<file path="src/rtl/svf_pkg.sv">
// Shared types, fixed-point constants and saturation helpers for the multichannel SVF.
// No timing of its own; no flow control.
package svf_pkg;
   typedef enum logic [2:0] {IDLE, S_Q, S_F, S_H, S_W, DONE} state_t;
   typedef enum logic [1:0] {LP = 2'b00, HP = 2'b01, BP = 2'b10, NOTCH = 2'b11} mode_t;

   localparam int Q1_FRAC = 16;
   localparam int F_FRAC  = 17;
   localparam int MUL_W   = 18;
   localparam int ACC_W   = 40;

   typedef logic signed [ACC_W-1:0] acc_t;

   function automatic acc_t saturate(input acc_t x, input int w);
      acc_t hi;
      acc_t lo;
      hi = (acc_t'(1) <<< (w - 1)) - acc_t'(1);
      lo = -(acc_t'(1) <<< (w - 1));
      if (x > hi) return hi;
      if (x < lo) return lo;
      return x;
   endfunction

   function automatic acc_t clamp(input acc_t x, input int w);
      return saturate(x, w);
   endfunction
endpackage

</file>
<file path="src/rtl/svf_mul18x18.sv">
// Registered signed 18x18->36 multiplier: product appears one clk after its operands.
// No handshake; it accepts new operands every cycle.
module svf_mul18x18
   import svf_pkg::*;
(
   input  logic                       clk,
   input  logic signed [MUL_W-1:0]    a,
   input  logic signed [MUL_W-1:0]    b,
   output logic signed [2*MUL_W-1:0] p
);
   always_ff @(posedge clk) begin
      p <= a * b;
   end
endmodule

</file>
<file path="src/rtl/filter_svf_multichannel.sv">
// Time-multiplexed Chamberlin SVF: 4 clk per channel, all outputs update together at E+4*CHANNELS+1.
// No backpressure; a sample edge arriving while busy is dropped and flagged on sticky overrun.
module filter_svf_multichannel
   import svf_pkg::*;
#(
   parameter int SAMPLE_BITS = 12,
   parameter int CHANNELS    = 4
) (
   input  logic                            clk,
   input  logic                            reset,
   input  logic                            sample_clk,
   input  logic [CHANNELS*SAMPLE_BITS-1:0] in,
   input  logic [CHANNELS*2-1:0]           filter_select,
   input  logic [CHANNELS*MUL_W-1:0]       F,
   input  logic [CHANNELS*MUL_W-1:0]       Q1,
   output logic [CHANNELS*SAMPLE_BITS-1:0] out,
   output logic                            out_valid,
   output logic                            overrun
);
   localparam int W  = SAMPLE_BITS + 3;
   localparam int CW = (CHANNELS > 1) ? $clog2(CHANNELS) : 1;
   localparam logic [CW-1:0] LAST = CW'(CHANNELS - 1);

   typedef logic signed [W-1:0]           st_t;
   typedef logic signed [SAMPLE_BITS-1:0] smp_t;

   state_t                  state;
   logic                    prev_sample_clk;
   logic                    frame_start;
   logic [CW-1:0]           ch;
   smp_t                    in_l  [CHANNELS];
   logic signed [MUL_W-1:0] f_l   [CHANNELS];
   logic signed [MUL_W-1:0] q_l   [CHANNELS];
   mode_t                   sel_l [CHANNELS];
   st_t                     lp    [CHANNELS];
   st_t                     bp    [CHANNELS];
   st_t                     hp    [CHANNELS];
   st_t                     notch [CHANNELS];
   st_t                     lp_n;
   st_t                     hp_n;
   acc_t                    qb;
   acc_t                    pf;
   acc_t                    lp_c;
   acc_t                    hp_c;
   acc_t                    bp_c;
   acc_t                    notch_c;
   logic signed [MUL_W-1:0]   op_a;
   logic signed [MUL_W-1:0]   op_b;
   logic signed [2*MUL_W-1:0] p;

   function automatic smp_t pick(input mode_t m, input acc_t l, input acc_t h,
                                 input acc_t b, input acc_t n);
      acc_t v;
      case (m)
         LP:      v = l;
         HP:      v = h;
         BP:      v = b;
         default: v = n;
      endcase
      return smp_t'(clamp(v, SAMPLE_BITS));
   endfunction

   svf_mul18x18 u_mul (.clk(clk), .a(op_a), .b(op_b), .p(p));

   assign frame_start = sample_clk & ~prev_sample_clk;

   // p carries F*bp during S_H and F*hp' during S_W; both scale by F_FRAC
   always_comb begin
      pf      = acc_t'(p >>> F_FRAC);
      lp_c    = saturate(acc_t'(lp[ch]) + pf, W);
      hp_c    = saturate(acc_t'(in_l[ch]) - lp_c - qb, W);
      bp_c    = saturate(acc_t'(bp[ch]) + pf, W);
      notch_c = saturate(acc_t'(hp_n) + acc_t'(lp_n), W);
      op_a    = '0;
      op_b    = '0;
      case (state)
         S_Q:     begin op_a = MUL_W'(bp[ch]); op_b = q_l[ch]; end
         S_F:     begin op_a = MUL_W'(bp[ch]); op_b = f_l[ch]; end
         S_H:     begin op_a = MUL_W'(hp_c);   op_b = f_l[ch]; end
         default: begin op_a = '0;             op_b = '0;      end
      endcase
   end

   always_ff @(posedge clk) begin
      if (reset) begin
         state           <= IDLE;
         prev_sample_clk <= 1'b0;
         ch              <= '0;
         out             <= '0;
         out_valid       <= 1'b0;
         overrun         <= 1'b0;
         qb              <= '0;
         lp_n            <= '0;
         hp_n            <= '0;
         for (int k = 0; k < CHANNELS; k++) begin
            in_l[k]  <= '0;
            f_l[k]   <= '0;
            q_l[k]   <= '0;
            sel_l[k] <= LP;
            lp[k]    <= '0;
            bp[k]    <= '0;
            hp[k]    <= '0;
            notch[k] <= '0;
         end
      end else begin
         prev_sample_clk <= sample_clk;
         out_valid       <= 1'b0;
         if (frame_start && state != IDLE) overrun <= 1'b1;
         case (state)
            IDLE: if (frame_start) begin
               for (int k = 0; k < CHANNELS; k++) begin
                  in_l[k]  <= in[k*SAMPLE_BITS +: SAMPLE_BITS];
                  f_l[k]   <= F[k*MUL_W +: MUL_W];
                  q_l[k]   <= Q1[k*MUL_W +: MUL_W];
                  sel_l[k] <= mode_t'(filter_select[2*k +: 2]);
               end
               ch    <= '0;
               state <= S_Q;
            end
            S_Q: state <= S_F;
            S_F: begin
               qb    <= acc_t'(p >>> Q1_FRAC);
               state <= S_H;
            end
            S_H: begin
               lp_n  <= st_t'(lp_c);
               hp_n  <= st_t'(hp_c);
               state <= S_W;
            end
            S_W: begin
               lp[ch]    <= lp_n;
               hp[ch]    <= hp_n;
               bp[ch]    <= st_t'(bp_c);
               notch[ch] <= st_t'(notch_c);
               if (ch == LAST) begin
                  // stored state of earlier channels acts as the shadow copy
                  for (int k = 0; k < CHANNELS; k++) begin
                     if (CW'(k) == ch)
                        out[k*SAMPLE_BITS +: SAMPLE_BITS] <= pick(sel_l[k], acc_t'(lp_n),
                           acc_t'(hp_n), bp_c, notch_c);
                     else
                        out[k*SAMPLE_BITS +: SAMPLE_BITS] <= pick(sel_l[k], acc_t'(lp[k]),
                           acc_t'(hp[k]), acc_t'(bp[k]), acc_t'(notch[k]));
                  end
                  out_valid <= 1'b1;
                  state     <= DONE;
               end else begin
                  ch    <= ch + CW'(1);
                  state <= S_Q;
               end
            end
            DONE:    state <= IDLE;
            default: state <= IDLE;
         endcase
      end
   end
endmodule
</file>
<file path="config.mk">
export PLATFORM = sky130hd
export DESIGN_NAME = filter_svf_multichannel
export DESIGN_NICKNAME = d
export VERILOG_FILES = /design/src/rtl/svf_pkg.sv /design/src/rtl/svf_mul18x18.sv /design/src/rtl/filter_svf_multichannel.sv
export SDC_FILE = /design/constraint.sdc
export NUM_CORES = 2
export LEC_CHECK = 0
export CAP_MARGIN = 20
export CORE_MARGIN = 4
export CORE_UTILIZATION = 25
export CTS_BUF_LIST = sky130_fd_sc_hd__clkbuf_4
export DETAILED_ROUTE_END_ITERATION = 10
export GPL_TIMING_DRIVEN = 0
export MAX_ROUTING_LAYER = met4
export SYNTH_ARGS = -nofsm -noshare
export SYNTH_HDL_FRONTEND = slang
export SYNTH_SLANG_ARGS = --single-unit
</file>
<file path="constraint.sdc">
create_clock -name clk -period 38.6 [get_ports clk]
set_input_delay 7.72 -clock clk [delete_from_list [all_inputs] [get_ports clk]]
set_output_delay 7.72 -clock clk [all_outputs]
set_load 0.01 [all_outputs]
</file>
Word-level counts from Yosys, hierarchy flattened

Memory sizes are Yosys's and may differ from the RTL's. A register that Yosys moved wholly into a read port is not among the register bits.
Index checks and enable logic that the tools add are counted.

Register bits after elaboration: 142
RAM bits: 440
Bits of input ports: 203
Memories: 8

Memories:

| name            | depth | width | rd ports | clocked after memory_dff | wr ports | line                          | source |
|---|---|---|---|---|---|---|---|
| f_l             | 4     | 18    | 1        | 1                        | 4        | filter_svf_multichannel.sv:32 | `logic signed [MUL_W-1:0] f_l [CHANNELS];` |
| q_l             | 4     | 18    | 1        | 1                        | 4        | filter_svf_multichannel.sv:33 | `logic signed [MUL_W-1:0] q_l [CHANNELS];` |
| bp              | 4     | 15    | 5        | 1                        | 4        | filter_svf_multichannel.sv:36 | `st_t bp [CHANNELS];` |
| hp              | 4     | 15    | 4        | 0                        | 4        | filter_svf_multichannel.sv:37 | `st_t hp [CHANNELS];` |
| lp              | 4     | 15    | 5        | 1                        | 4        | filter_svf_multichannel.sv:35 | `st_t lp [CHANNELS];` |
| notch           | 4     | 15    | 4        | 0                        | 4        | filter_svf_multichannel.sv:38 | `st_t notch [CHANNELS];` |
| 2 more memories | -     | -     | -        | -                        | -        | -                             |  |

$add $sub $neg: 6
Multipliers: 1
$lt $le $gt $ge: 24
Eq/ne operators: 18
Multiplexer cells: 248
Bitwise operators: 19
Reductions and logical operators: 18

Operators with widths:

| cell                 | number |
|---|---|
| $mux 40              | 44 |
| $pmux 40 s3          | 8 |
| $mux 12              | 40 |
| $gt 40x12->1 const B | 8 |
| $lt 40x12->1 const B | 8 |
| $mux 18              | 12 |
| $mux 1               | 114 |
| $pmux 18 s2          | 2 |
| $mux 15              | 4 |
| $reduce_or 15->1     | 4 |
| $add 15x19->20       | 2 |
| $gt 20x15->1 const B | 2 |
| $gt 40x15->1 const B | 1 |
| $lt 20x15->1 const B | 2 |
| $lt 40x15->1 const B | 1 |
| $mux 2               | 20 |
| $sub 12x40->40       | 1 |
| $sub 40x20->40       | 1 |
| $mul 18x18->36       | 1 |
| $add 15x15->16       | 1 |
| $gt 16x15->1 const B | 1 |
| $lt 16x15->1 const B | 1 |
| $or 1x1->1           | 16 |
| $pmux 3 s5           | 1 |
| 21 further kinds     | 39 |

Depth between registers and ports, before layout

Depth after elaboration: 25
Gate-level depth with buffers: 67

Cells and area by module

A second synthesis with hierarchy kept.

Cells, all modules: 3902
Area total of the unflattened synthesis: 42318.1 µm²

Modules (own cells, without submodules):

| module                  | times used | cells an instance | area an instance (µm²) | seq. area each (µm²) |
|---|---|---|---|---|
| filter_svf_multichannel | 1          | 2456              | 29089.1                | 14473.9 |
| svf_mul18x18            | 1          | 1446              | 13228.9                | 720.7 |

Least setup slack after synthesis

No wires, ideal clock.

Path kind: reg2reg
From: reg with a tool-made name
To: reg u_mul.p[33]
Library setup time: 0.057 ns
Data arrival time: 15.303 ns
Slack: 23.240 ns
Stages on the path, launching flop included: 63
Cell sequence: dfxtp_1 -> buf_2 -> buf_1 -> buf_1 -> clkbuf_1 -> buf_2 -> buf_1 -> mux4_2 -> ha_1 -> a21o_1 -> a21oi_1 -> o21ai_0 -> a21o_1 -> a21o_1 -> a31oi_1 -> o21ai_0 -> a2111o_1 -> nand3_1 -> [27 not listed] -> fa_1 -> fa_1 -> fa_1 -> fa_1 -> inv_1 -> fa_1 -> inv_1 -> ha_1 -> a21o_1 -> a21oi_1 -> o21bai_1 -> a21o_1 -> a21o_1 -> a21o_1 -> a21o_1 -> a22oi_1 -> o311ai_0 -> o21ba_2

RTL lines:

| element                | line               | source |
|---|---|---|
| end signal: assignment | svf_mul18x18.sv:12 | `p <= a * b;` |
| end: declaration       | svf_mul18x18.sv:9  | `output logic signed [2*MUL_W-1:0] p` |

==> metrics.md <==
| Metric | Value |
|---|---|
| Status | finished, final reports clean |
| CP Data Required Time | 39.51 ns |
| Hold buffer count at CTS | 0 |
| Sequential Power Share | 0.294 |
| Post-CTS setup buffer count | 0 |
| Reg area | ~15,000 um^2 |
| GR Overflow Total | 0 |
| Share of layout cells above drive strength 1 | 0.106 |
| Die height | between 400 and 500 um |
| FFs w/ async S/R, synth | 0 |
| #FFs+latches synth | approximately 540 |
| Critical Path Start Type | register |
| Max Cap Violations | 0 |
| Slack of the worst reg-to-reg path | 18.13 ns |
| Top Ports | about 250 |
| Seq/Total Area, Yosys | 0.355 |
| PortBufs | 251 |
| Area of the core | roughly 170,000 um^2 |
| Hpwl dp | about 130 mm |
| Setup TNS | 0 ns |
| Worst Tran Pin Value | 1.21 ns |
| Area Growth Syn to Fin | 17.7% |
| Synthesized area | ~42,000 um^2 |
| All-layer global routing usage | 0.185 |
| Worst path arrival time | between 20 and 25 ns |
| Slew Limit Fails | 0 |
| Area of the multi-input gates | between 20,000 and 25,000 um^2 |
| Hold Fails Final Rpt | 0 |
| Sw Share | 0.450 |
| Syn. warnings | 0 |
| Routed Antenna Nets | 0 |
| Vias in the first global route | approximately 34,000 |
| Clock transition at the registers of the reported paths | 0.07 ns |
| Min-delay worst type | reg -> reg |
| Wire per inst | about 23 um |
| Total Wirelength | around 160 mm |
| Min Tclk post-route | 20.47 ns |
| CP Class | reg -> reg |
| Leakage Power | between 15 and 20 nW |
| Via Count | between 30,000 and 40,000 |
| Post-synth top area share | 0.294 |
| Slew HR | 0.181 |
| Chip width | between 400 and 500 um |
| Via density | 4.93 |
| Endpoint class of the critical path | register |
| Drt pass-1 iters | 7 |
| Initial antenna violation count | 13 |
| Post-synth EDFFs | between 400 and 500 |
| Int Power | approximately 1.3 mW |
| Residual DRC | 0 |
| Maximum buffer depth of the clock tree | 3 |
| FILL cells | between 15,000 and 20,000 |
| Hold EP | qb[0] |
| Sw Pwr | approximately 1.1 mW |
| R2R depth | 56 |
| P per Cell Area | just under 50 nW/um^2 |
| Initial Util | 0.253 |
| RSZ-0062 raised after global routing | no |
| Clock share of power | 0.210 |
| Num rows | about 150 |
| CP max-delay cell | clkbuf_1 |
| Min-delay src | u_mul.p[16] |
| Combinational Power Share | 0.496 |
| Crit path max fanout | 10 |
| Hold Path Depth | 2 |
| Total CTS buffers | 138 |
| Reg-to-Reg End | u_mul.p[33] |
| Post-layout nets | approximately 5,000 |
| Num Clock Sinks | between 500 and 600 |
| Cells after Synth | ~4,000 |
| CP max stage delay | between 0.9 and 1 ns |
| Distinct cell type count after synthesis | 96 |
| First-pass GRT wire length | between 200 and 250 mm |
| Cell taking the most area after synthesis | edfxtp_1 |
| # resized after CTS | 0 |
| CTS tree | yes |
| Largest net degree at the start of global routing | 73 |
| Final hold slack | ~0.43 ns |
| Synth Flop Type | edfxtp_1 |
| Worst ir drop on vdd | 0.0357 mV |
| Syn nets | 4,728 |
| Largest cells by area after synthesis | edfxtp_1 (29%), fa_1 (17%), mux4_2 (8.4%) |
| Tot Pwr | between 2 and 2.5 mW |
| Finished Cell Area | 49,300 um^2 |
| Layout Skew | between 0.1 and 0.15 ns |
| Max Fclk | 0.0488 GHz |
| Synth top cells by count | inv_1 (499), nor2_1 (453), edfxtp_1 (410) |
| GPL Wtd Cong | slightly below 1 |
| Die area | between 150,000 and 200,000 um^2 |
| Clock H-tree levels | 4 |
| Crit share post-route | 0.530 |
| Root Buffer Master | clkbuf_4 |
| Most common cell in the netlist | inv_1 |
| Initial DRC count | roughly 3,500 |
| Placed instance area | around 47,000 um^2 |
| Setup-failing EPs final | 0 |
| Worst-Skew Late Latency | between 1 and 1.5 ns |
| Mean Syn Cell Area | 10.5 um^2 |
## power by group through the flow
stage          Combinational [mW]  Clock [mW]  Sequential [mW]
2_1_floorplan               0.797           0            0.698
3_3_place_gp                 1.16           0            0.727
3_5_place_dp                 1.17           0            0.721
4_1_cts                      1.18       0.518            0.708
5_1_grt                      1.30       0.548            0.711
6_report                     1.20       0.509            0.710
## sequential cells by signal, indices dropped and copies added, names as in the netlist, named ones only
register	flops
hp	45
bp	60
lp	60
in_l	48
f_l	72
qb	20
state	3
ch	2
sel_l	8
notch	45
overrun	1
lp_n	15
u_mul.p	20
out_valid	1
prev_sample_clk	1
q_l	72
hp_n	15
out	48
## metal layers
metal | global-route usage | share of wire | vias up
li1 | - | - | 14500
met1 | 0.229 | 0.39 | 16700
met2 | 0.291 | 0.47 | 1667
met3 | 0.0312 | 0.081 | 315
met4 | 0.0947 | 0.059 | 0
met5 | - | 0 | -
## kinds of logic after synthesis
group,count (synthesis),synth area share
flip-flops,538,0.355
AO/OA/AOI/OAI,601,0.0961
multiplexers,183,0.0916
buffers and inverters,734,0.0664
AND/OR/NAND/NOR,1345,0.154
adder cells (fa/ha/maj),523,0.219
XOR/XNOR,82,0.0176
## worst max-delay path by stage
stage	startpoint	end	slack [ns]	cells past startpoint
3_3_place_gp	register	u_mul.p[33]	16.42	56
6_report	register	u_mul.p[33]	18.13	56
3_5_place_dp	register	u_mul.p[33]	18.55	58
2_1_floorplan	register	u_mul.p[33]	23.24	62
4_1_cts	register	u_mul.p[33]	18.47	58
5_1_grt	register	u_mul.p[33]	17.18	56
## critical path: cells and delay by family (launching register included)
kind | cells | cell delay [ns]
AOI/OAI and AO/OA | 16 | 4.48
buffers and inverters | 13 | 5.72
xor gates and xnor gates | 1 | 0.43
muxes | 1 | 0.45
adders and majority gates | 12 | 5.00
DFF | 1 | 0.31
and+or+nand+nor | 13 | 3.86
## placed cells by master, fill, tap and decap left out, types with 20 or more instances in the layout
master,netlist,layout
inv_1,499,499
nor2_1,453,453
edfxtp_1,410,410
fa_1,352,352
nand2_1,323,323
and2_1,321,321
clkdlybuf4s50_1,0,251
clkbuf_4,0,199
clkbuf_1,200,198
a21oi_1,197,197
ha_1,167,167
mux4_2,156,156
dfxtp_1,128,128
o21ai_0,74,74
a211oi_1,50,50
a21o_1,49,49
nor2b_1,45,45
xnor2_1,45,45
nand2b_1,42,41
xor2_1,36,36
or3_1,34,34
nor3_1,34,33
nand3_1,29,29
clkinv_1,1,24
a31oi_1,23,23
a22oi_1,22,22
or2_2,22,20
## metrics by stage
step / utilization / setup slack [ns] / cells
final: 0.298 / 18.13 / 6725
after global placement: 0.284 / 16.42 / 6446
after detailed placement: 0.286 / 18.55 / 6461
after global routing: 0.298 / 17.18 / 6725
after CTS: 0.297 / 18.47 / 6706
after floorplan: - / 23.24 / 4006
## area by class of cell
cell class	count	area share
repair buffers	268	0.0573
clock buffers	199	0.0303
plain buffers	233	0.0184
inverters	501	0.0381
diodes	17	0.000863
flip-flops and latches	538	0.302
clock inverters	46	0.00546
multi-input cells	2734	0.492
well taps	2189	0.0555
Note: power is estimated with default switching activity, not from simulation.
